**config.mk**
```make
export PLATFORM = sky130hd
export DESIGN_NAME = disp_scan
export DESIGN_NICKNAME = d
export VERILOG_FILES = /design/src/rtl/disp_pkg.sv /design/src/rtl/seg_decode.sv /design/src/rtl/disp_scan.sv
export SDC_FILE = /design/constraint.sdc
export NUM_CORES = 1
export LEC_CHECK = 0
export CAP_MARGIN = 30
export CORE_ASPECT_RATIO = 1.2
export CORE_UTILIZATION = 50
export CTS_CLUSTER_SIZE = 25
export DETAILED_ROUTE_END_ITERATION = 6
export HOLD_SLACK_MARGIN = 0.1
export PLACE_DENSITY_LB_ADDON = 0.1
export SKIP_LAST_GASP = 1
export SYNTH_ARGS = -nofsm -noshare
export SYNTH_HDL_FRONTEND = slang
export SYNTH_SLANG_ARGS = --single-unit
export TNS_END_PERCENT = 10
```
**constraint.sdc**
```tcl
create_clock -name clk -period 2.97 [get_ports clk]
set_input_delay 0.7425 -clock clk [delete_from_list [all_inputs] [get_ports clk]]
set_output_delay 0.7425 -clock clk [all_outputs]
set_load 0.03 [all_outputs]
```
**src/rtl/disp_pkg.sv**
```systemverilog
// Shared constants and request record for the disp_scan seven-segment driver.
package disp_pkg;

    localparam int unsigned MAX_DIGITS = 16;

    localparam logic [3:0] CODE_BLANK = 4'd0;
    localparam logic [3:0] CODE_ERR   = 4'd1;
    localparam logic [3:0] CODE_DASH  = 4'd2;
    localparam logic [3:0] CODE_OVF   = 4'd3;
    localparam logic [3:0] CODE_HI    = 4'd4;

    // Character selectors for seg_decode; 0..9 are the decimal digits themselves.
    localparam logic [4:0] CH_DASH  = 5'd10;
    localparam logic [4:0] CH_E     = 5'd11;
    localparam logic [4:0] CH_R     = 5'd12;
    localparam logic [4:0] CH_O     = 5'd13;
    localparam logic [4:0] CH_F     = 5'd14;
    localparam logic [4:0] CH_H     = 5'd15;
    localparam logic [4:0] CH_I     = 5'd16;
    localparam logic [4:0] CH_BLANK = 5'd31;

    // Active-low glyphs, bit order {g,f,e,d,c,b,a}.
    localparam logic [6:0] SEG_0     = 7'h40;
    localparam logic [6:0] SEG_1     = 7'h79;
    localparam logic [6:0] SEG_2     = 7'h24;
    localparam logic [6:0] SEG_3     = 7'h30;
    localparam logic [6:0] SEG_4     = 7'h19;
    localparam logic [6:0] SEG_5     = 7'h12;
    localparam logic [6:0] SEG_6     = 7'h02;
    localparam logic [6:0] SEG_7     = 7'h78;
    localparam logic [6:0] SEG_8     = 7'h00;
    localparam logic [6:0] SEG_9     = 7'h10;
    localparam logic [6:0] SEG_DASH  = 7'h3F;
    localparam logic [6:0] SEG_E     = 7'h06;
    localparam logic [6:0] SEG_R     = 7'h2F;
    localparam logic [6:0] SEG_O     = 7'h40;
    localparam logic [6:0] SEG_F     = 7'h0E;
    localparam logic [6:0] SEG_H     = 7'h09;
    localparam logic [6:0] SEG_I     = 7'h79;
    localparam logic [6:0] SEG_BLANK = 7'h7F;

    // Sized for the largest panel; narrower builds zero-extend dp and num.
    typedef struct packed {
        logic        mode;
        logic [3:0]  dp;
        logic [3:0]  code;
        logic [63:0] num;
    } disp_req_t;

    localparam disp_req_t REQ_RESET = '{mode: 1'b1, dp: 4'd0, code: CODE_BLANK, num: 64'd0};

endpackage

```
**src/rtl/seg_decode.sv**
```systemverilog
// Combinational character to active-low seven-segment pattern decoder.
module seg_decode
    import disp_pkg::*;
(
    input  logic [4:0] ch,
    input  logic       blank,
    output logic [6:0] seg
);

    always_comb begin
        seg = SEG_BLANK;
        if (!blank) begin
            case (ch)
                5'd0:    seg = SEG_0;
                5'd1:    seg = SEG_1;
                5'd2:    seg = SEG_2;
                5'd3:    seg = SEG_3;
                5'd4:    seg = SEG_4;
                5'd5:    seg = SEG_5;
                5'd6:    seg = SEG_6;
                5'd7:    seg = SEG_7;
                5'd8:    seg = SEG_8;
                5'd9:    seg = SEG_9;
                CH_DASH: seg = SEG_DASH;
                CH_E:    seg = SEG_E;
                CH_R:    seg = SEG_R;
                CH_O:    seg = SEG_O;
                CH_F:    seg = SEG_F;
                CH_H:    seg = SEG_H;
                CH_I:    seg = SEG_I;
                default: seg = SEG_BLANK;
            endcase
        end
    end

endmodule

```
**src/rtl/disp_scan.sv**
```systemverilog
// Time-multiplexed common-anode seven-segment driver with frame-aligned double buffering.
// Optional blinking is enabled by defining DISP_BLINK_EN.
module disp_scan
    import disp_pkg::*;
#(
    parameter int unsigned N_DIGITS     = 8,
    parameter int unsigned PRESCALE     = 1000,
    parameter int unsigned BLINK_FRAMES = 64
) (
    input  logic                        clk,
    input  logic                        rst,
    input  logic                        load,
    input  logic                        mode,
    input  logic [$clog2(N_DIGITS)-1:0] dp,
    input  logic [3:0]                  code,
    input  logic [4*N_DIGITS-1:0]       num,
`ifdef DISP_BLINK_EN
    input  logic                        blink,
`endif
    output logic [N_DIGITS-1:0]         an,
    output logic [6:0]                  seg,
    output logic                        seg_dp,
    output logic                        frame_done,
    output logic                        pending
);

    localparam int unsigned IW = $clog2(N_DIGITS);
    localparam int unsigned PW = $clog2(PRESCALE);

    logic [PW-1:0] pre;
    logic [IW-1:0] idx;
    disp_req_t     active, pend_buf, req_in;
    logic          tick, wrap, blank_all;

    assign tick   = (pre == PW'(PRESCALE - 1));
    assign wrap   = tick && (idx == IW'(N_DIGITS - 1));
    assign req_in = '{mode: mode, dp: 4'(dp), code: code, num: 64'(num)};

`ifdef DISP_BLINK_EN
    localparam int unsigned FW = $clog2(2 * BLINK_FRAMES);
    logic [FW-1:0] frame_cnt;

    always_ff @(posedge clk) begin
        if (rst) frame_cnt <= '0;
        else if (wrap) frame_cnt <= frame_cnt + FW'(1);
    end

    assign blank_all = blink && frame_cnt[FW-1];
`else
    assign blank_all = 1'b0;
`endif

    // Decode of the digit currently selected by idx.
    logic [3:0] nib, idx_ext;
    logic       lead, blank_ch, dp_n;
    logic [4:0] ch;
    logic [6:0] seg_n;

    always_comb begin
        idx_ext  = 4'(idx);
        nib      = active.num[4*idx +: 4];
        lead     = 1'b1;
        ch       = CH_BLANK;
        blank_ch = 1'b0;
        dp_n     = 1'b1;
        // Any glyph-bearing nibble (1..9 or '-') above this digit stops zero blanking.
        for (int j = 0; j < int'(MAX_DIGITS); j++) begin
            if (j > int'(idx) && active.num[4*j +: 4] != 4'h0 && active.num[4*j +: 4] <= 4'hA)
                lead = 1'b0;
        end
        if (active.mode) begin
            case (active.code)
                CODE_ERR:  ch = (idx_ext == 4'd2) ? CH_E :
                                (idx_ext <= 4'd1) ? CH_R : CH_BLANK;
                CODE_DASH: ch = CH_DASH;
                CODE_OVF:  ch = (idx_ext == 4'd1) ? CH_O :
                                (idx_ext == 4'd0) ? CH_F : CH_BLANK;
                CODE_HI:   ch = (idx_ext == 4'd1) ? CH_H :
                                (idx_ext == 4'd0) ? CH_I : CH_BLANK;
                default:   ch = CH_BLANK;
            endcase
        end else begin
            ch       = (nib <= 4'hA) ? {1'b0, nib} : CH_BLANK;
            blank_ch = (nib == 4'h0) && lead && (idx_ext > active.dp);
            dp_n     = (idx_ext != active.dp);
        end
    end

    seg_decode u_seg_decode (
        .ch    (ch),
        .blank (blank_ch),
        .seg   (seg_n)
    );

    always_ff @(posedge clk) begin
        if (rst) begin
            pre        <= '0;
            idx        <= '0;
            active     <= REQ_RESET;
            pend_buf   <= REQ_RESET;
            pending    <= 1'b0;
            frame_done <= 1'b0;
            an         <= '1;
            seg        <= SEG_BLANK;
            seg_dp     <= 1'b1;
        end else begin
            pre        <= tick ? '0 : pre + PW'(1);
            if (tick) idx <= wrap ? '0 : idx + IW'(1);
            frame_done <= wrap;
            if (wrap) begin
                // A load on the commit cycle bypasses straight into the active buffer.
                if (load) active <= req_in;
                else if (pending) active <= pend_buf;
                if (load) pend_buf <= req_in;
                pending <= 1'b0;
            end else if (load) begin
                pend_buf <= req_in;
                pending  <= 1'b1;
            end
            an     <= blank_all ? '1 : ~(N_DIGITS'(1) << idx);
            seg    <= seg_n;
            seg_dp <= dp_n;
        end
    end

endmodule

```
==> summary.md, run 1 <==
| Metric | Value |
|---|---|
| Crit path from | idx[0] |
| Setup TNS | 0 ns |
| CTS H-tree lvls | 3 |
| Reg2reg start | idx[0] |
| Fmax achieved | ~360 MHz |
| CTS buffer count | 9 |
| Post-Route WL | roughly 10 mm |
| Ports | between 60 and 70 |
| Final-report setup violation count | 0 |
| Routing usage on met1 | a little over a quarter |
| Slew @ Worst Pin | roughly 0.88 ns |
| Unrepaired setup endpoints after global routing | false |
| Total grt overflow | 0 |
| Max_cap viols | 0 |
| Post-synthesis cell type count | 62 |
| Worst setup SP type | flip-flop |
| Leakage | between 2 and 2.5 nW |
| Worst-skew pair later-pin latency | between 0.3 and 0.4 ns |
| Part of the Yosys area used for sequential elements | 45.5% |
| DR pass1 iterations | 4 |
| Vias per Instance | about 5.5 |
| Final core occ | 62.9% |
| First-pass GRT wire length | approximately 18 mm |
| Dominant cells by area after synthesis | dfxtp_1 (45%), mux2i_1 (9.6%), nor2_1 (7.9%), a211oi_1 (6.9%), ha_1 (4.4%) |
| EDFF count, synth | 0 |
| ANT cells | 0 |
| Die X | 92.2 um |
| Flip-flop and latch area | about 0.0022 mm^2 |
| Clock Pin Slew Worst Setup and Hold Paths | around 0.080 ns |
| Final hold vios | 0 |
| Antenna violations before repair | 0 |
| Setup bufs post-CTS | 0 |
| Critical Path End Type | flip-flop |
| Gpl congestion | 0.973 |
| Largest net degree at the start of global routing | around 80 |
| Most common flop cell mapped by yosys | dfxtp_1 |
| M3 GR Usage | approximately 4.3% |
| CTS sink cnt | roughly 110 |
| Clock Tree Root | clkbuf_16 |
| GR Layer Usage met2 | 37.8% |
| Syn avg cell area | about 9.5 um^2 |
| Antenna-violating nets left | 0 |
| GRT Total Usage | between 20 and 25% |
| Power Density | between 500 and 600 mW/mm^2 |
| DRC | 0 |
| Filler Cells Inserted | roughly 830 |
| Post-synth ARST share | 0% |
| Max-slew headroom | 39.9% |
| WP data arrival | just over 3 ns |
| Worst-path cell chain | mux4_1, mux2i_4, and4b_1, o21ba_2, ha_1, mux2i_1, nand2_1, a211o_1 |
| Syn Inst Count | between 500 and 600 |
| Area of the multi-input gates | 0.00248 mm^2 |
| Final Net Count | 628 |
| CP delay by family, top | multiplexers |
| CTS Hold Bufs | 0 |
| Final period util | a little over nine tenths |
| CP Max Fanout | 9 |
| Hold Crit Start | pre[0] |
| Syn Nets | between 500 and 600 |
| Placed wire-length estimate | 7.56 mm |
| Number of synthesized register bits | roughly 110 |
| Mapped cell area | around 0.0049 mm^2 |
| Clock skew | a little under 0.009 ns |
| Vias | a little under 4000 |
| Slowest CP cell | mux4_1 |
| Synth warn | 0 |
| DR iter-0 viols | 170 |
| Chip Height | around 110 um |
| Fin. max-slew vios | 0 |
| Number of core rows | 39 |
| Crit path kind | flip-flop to flip-flop |
| Most frequent cells in the layout | dfxtp_1 (109), nor2_1 (102), clkdlybuf4s50_1 (58) |
| Initial Util | 51.3% |
| Buffer depth of the longest clock path | 2 |
| Worst min path class | flip-flop to flip-flop |
| Port Buffers | 60 |
| Max incr delay on CP | 0.64 ns |
| Gr busiest metal | met2 |
| Number of global-route vias before repair | approximately 3700 |
| CORE AREA | 0.00952 mm^2 |
| Largest area contributor in the netlist | dfxtp_1 |
| Crit path time final | around 2.8 ns |
| CTS tree | done |
| Layout cell share with drive strength beyond 1 | 9.60% |
| Die ar. | ~0.010 mm^2 |
| Area Overhead vs Synth | 22.5% |
| Most common library cell in the layout ignoring fill and taps | dfxtp_1 |
| Status | complete, no violations |
| Critical path required time | 3.21 ns |
| Share of the synthesized area in the top cell type | 45.5% |
| Peak VDD IR | roughly 0.36 mV |
| Drt wl/cell | roughly 15 um |
| CP bufs+invs | 0 |
-- registers in the layout (all words and copies together) (netlist names) --
| signal | cells |
|---|---|
| active | 40 |
| pend_buf | 40 |
| pre | 10 |
| an | 8 |
| seg | 7 |
| idx | 3 |
| frame_done | 1 |
| pending | 1 |
| seg_dp | 1 |
-- worst paths after layout --
path	to	slack, ns	depth (start not counted)
max	seg[0]	0.18	8
min reg2reg	pre[0]	0.47	1
min	pre[0]	0.47	1
max reg2reg	seg[0]	0.18	8
-- worst register-to-register path, stage by stage (launching register included) --
cell     delay [ns]
dfxtp_2        0.45
mux4_1         0.64
mux2i_4        0.22
and4b_1        0.24
o21ba_2        0.25
ha_1           0.33
mux2i_1        0.18
nand2_1        0.09
a211o_1        0.29
-- cells in the mapped netlist, types with 3 or more instances --
cell,instances
and3_1,3
mux2i_1,47
nand2b_1,5
mux2_2,5
nor2b_1,3
mux4_1,3
nor2_1,103
clkbuf_1,21
xor2_1,4
buf_2,5
nor3_1,6
dfxtp_1,111
nand3_1,7
nor4_1,9
nand2_1,21
a21oi_1,15
ha_1,17
inv_1,11
a21o_1,7
a211oi_1,45
o21ai_0,10
-- kinds of logic (layout without fill, tap and decap cells) --
family	count (synthesis)	after routing	synth area share (%)
simple gates	175	175	16.3
flops	111	111	45.5
compound gates	102	102	15.3
mux	58	58	13.5
buf+inv	44	104	3.97
fa+ha+maj	17	17	4.35
xor+xnor	6	6	1.08
-- layer usage --
| layer | share of wire [%] | vias to the layer above |
|---|---|---|
| met5 | 0 | - |
| met4 | 2.9 | 0 |
| met3 | 2.9 | 21 |
| met2 | 48 | 76 |
| met1 | 46 | 1811 |
| li1 | - | 1949 |
-- through the flow --
stage | power (W) | setup slack [ns] | std cells | hold slack (ns) | area, um^2
after global placement | 0.00174 | 0.178 | 680 | 0.447 | 5650
after CTS | 0.00305 | 0.0437 | 696 | 0.474 | 5980
after detailed placement | 0.00175 | 0.120 | 680 | 0.456 | 5650
after global routing | 0.00315 | 0.00858 | 696 | 0.508 | 5980
after floorplan | 0.00166 | 0.279 | 513 | 0.430 | 4890
final | 0.00303 | 0.183 | 696 | 0.469 | 5980
-- report_power, final --
group / internal, W / switching [W] / total (W)
Combinational: 0.0000921 / 0.0000837 / 0.000176
Sequential: 0.00152 / 0.0000124 / 0.00154
Clock: 0.000768 / 0.000549 / 0.00132
-- area by class of cell --
type | instances | share of cell area (%)
multi-input cells | 358 | 41.5
clock buffers | 10 | 3.99
repair buffers | 76 | 12.5
flip-flops and latches | 111 | 37.2
inverters | 12 | 0.753
well taps | 123 | 2.57
clock inverters | 6 | 1.55
-- timing repair --
action                                  in CTS  in global routing
endpoints found under the setup margin       0                  7
resized for setup                            0                  3
endpoints found under the hold margin        0                  0
(Power assumes the default switching activity.)
==> run 2: changes to the inputs <==
- CELL_PAD_IN_SITES_DETAIL_PLACEMENT: unset -> 1
- CELL_PAD_IN_SITES_GLOBAL_PLACEMENT: unset -> 1
- CORE_UTILIZATION: 50 -> 43
==> run 2 against run 1 <==
Effect of this change:
- non-clock buffer count increased by 1
- critical path type unchanged
- via count increased by 2.5%
- sequential power about the same
- largest cell class unchanged
==> summary.md, run 2 (synthesis gave the netlist of run 1 again) <==
| Metric | Value |
|---|---|
| Pre-CTS setup slack | -0.0271 ns (-0.147 ns) |
| Worst min path class | flip-flop to flip-flop |
| Number of global-route vias before repair | 4052 (+8.2%) |
| Slew @ Worst Pin | 0.852 ns (-0.0253 ns) |
| Antenna-violating nets left | 0 (unchanged) |
| CTS buffer count | 9 (unchanged) |
| DR iter-0 viols | 166 (-2.4%) |
| Die ar. | 0.0118 mm^2 (+16%) |
| Most frequent cells in the layout | dfxtp_1 (109), nor2_1 (102), clkdlybuf4s50_1 (58) |
| CORE AREA | 0.0110 mm^2 (+16%) |
| Largest net degree at the start of global routing | 81 (unchanged) |
| Vias per Instance | 5.60 (+1.1%) |
| Crit path kind | flip-flop to flip-flop |
| First-pass GRT wire length | 19.3 mm (+8.5%) |
| Final Non-Filler Cells | 706 (+1.4%) |
| CP Max Fanout | 8 (-1) |
| CTS Hold Bufs | 0 (unchanged) |
| Post-Route WL | 11.5 mm (+10%) |
| Drt wl/cell | 16.3 um (+8.5%) |
| Ports | 61 (unchanged) |
| Most common library cell in the layout ignoring fill and taps | dfxtp_1 |
| DR pass1 iterations | 4 (unchanged) |
| Chip Height | 119 um (+7.7%) |
| Fin. max-slew vios | 0 (unchanged) |
| Critical Path End Type | flip-flop |
| Setup ws final | 0.151 ns (-0.0316 ns) |
| Die X | 99.3 um (+7.7%) |
| Gpl congestion | 0.887 (-8.9%) |
| Power Density | 503 mW/mm^2 (-0.71%) |
| Filler Cells Inserted | 1262 (+51%) |
| Biggest regs | active: 40 flops, pend_buf: 40 flops, pre: 10 flops |
| Worst setup SP type | flip-flop |
| Crit path time final | 2.82 ns (+0.0316 ns) |
| Area Overhead vs Synth | 22.3% |
| Clock skew | 0.0100 ns (+0.00127 ns) |
| Max_cap viols | 0 (unchanged) |
| Port Buffers | 60 (unchanged) |
| CTS H-tree lvls | 3 (unchanged) |
| Clock Tree Root | clkbuf_16 |
| Final period util | 94.9% (+1.1 points) |
| Layout cell share with drive strength beyond 1 | 9.93% (+0.33 points) |
| Initial Util | 44.3% (-7.1 points) |
| Status | complete, no violations |
| Leakage | 2.37 nW (-0.13%) |
| Number of core rows | 42 (+7.7%) |
| Fmax achieved | 355 MHz (-1.1%) |
| Peak VDD IR | 0.237 mV (-33%) |
| Vias | 3954 (+2.5%) |
| Hold WS | 0.474 ns (+0.00486 ns) |
| GRT Total Usage | 20.5% (-1.7 points) |
| WP data arrival | 3.06 ns (+0.03 ns) |
| CTS tree | done |
| Buffer depth of the longest clock path | 2 (unchanged) |
| Critical path required time | 3.21 ns (about the same) |
| Placed wire-length estimate | 8.57 mm (+13%) |
| Clock Pin Slew Worst Setup and Hold Paths | 0.07 ns (about the same) |
| ANT cells | 0 (unchanged) |
| Final Net Count | 629 (+0.16%) |
| Max-slew headroom | 41.6% (+1.7 points) |
| Antenna violations before repair | 0 (unchanged) |
| Placed insts | 690 (+1.5%) |
| Unrepaired setup endpoints after global routing | false |
| Final hold vios | 0 (unchanged) |
| DRC | 0 (unchanged) |
| Worst-skew pair later-pin latency | 0.35 ns (about the same) |
| Final-report setup violation count | 0 (unchanged) |
| Total grt overflow | 0 (unchanged) |
| CTS sink cnt | 111 (unchanged) |
==> run 2: cell count changes in the layout (fill, tap and decap cells not counted), moves of 2 or more <==
cell,before,now
buf_4,13,16
buf_12,3,1
inv_6,0,2
clkinv_2,1,3
==> run 2: timing repair <==
action,in CTS,in global routing
gates resized for setup,1,4
cloned,0,0
pin swaps,0,1
setup endpoints to repair,3,7
setup buffers,0,0
==> run 2: routing by layer <==
layer	part of all wire (%)	global-route usage (%)	up-vias
met5	0	0	-
met4	2.1	9.19	0
met3	1.8	2.54	17
met2	51	36.7	54
met1	45	24.3	1935
li1	-	-	1948
==> run 2: report_power, final <==
part | leakage, nW | total, W | internal (W) | switching [W]
Clock | 0.160 | 0.00129 | 0.000741 | 0.000550
Sequential | 0.905 | 0.00154 | 0.00152 | 0.0000124
Combinational | 1.30 | 0.000176 | 0.0000906 | 0.0000859
==> run 2: final cells by class <==
| class | count | area [um^2] | share of cell area [%] |
|---|---|---|---|
| tap | 132 | 165 | 2.76 |
| inverter | 12 | 45.0 | 0.754 |
| sequential | 111 | 2230 | 37.3 |
| clock buffer | 9 | 225 | 3.77 |
| clock inverter | 7 | 92.6 | 1.55 |
| timing repair buffer | 77 | 731 | 12.2 |
| multi-input combinational | 358 | 2490 | 41.6 |
==> run 2: critical path, stage by stage (launching register included) <==
cell,delay (ns)
dfxtp_1,0.49
clkinv_1,0.38
mux2i_4,0.33
nor2_2,0.20
o21ai_0,0.15
and2_1,0.21
buf_4,0.17
ha_1,0.23
mux2i_1,0.16
nand2_1,0.09
a211o_1,0.30
==> run 2: final timing paths <==
kind | startpoint | endpoint | slack, ns | cells past startpoint
worst max register to register | idx[2] | seg[0] | 0.15 | 10
worst max-delay path | idx[2] | seg[0] | 0.15 | 10
worst min register to register | pend_buf[72] | pend_buf[72] | 0.47 | 2
worst min-delay path | pend_buf[72] | pend_buf[72] | 0.47 | 2
==> run 2: through the flow <==
step	util (%)	power, W	setup TNS, ns	cell area, um^2
floorplan	-	0.00166	0	4890
global placement	51.1	0.00174	0	5640
detailed placement	51.1	0.00175	-0.0271	5640
CTS	54.0	0.00304	0	5960
global route	54.1	0.00311	0	5970
finish	54.1	0.00300	0	5970
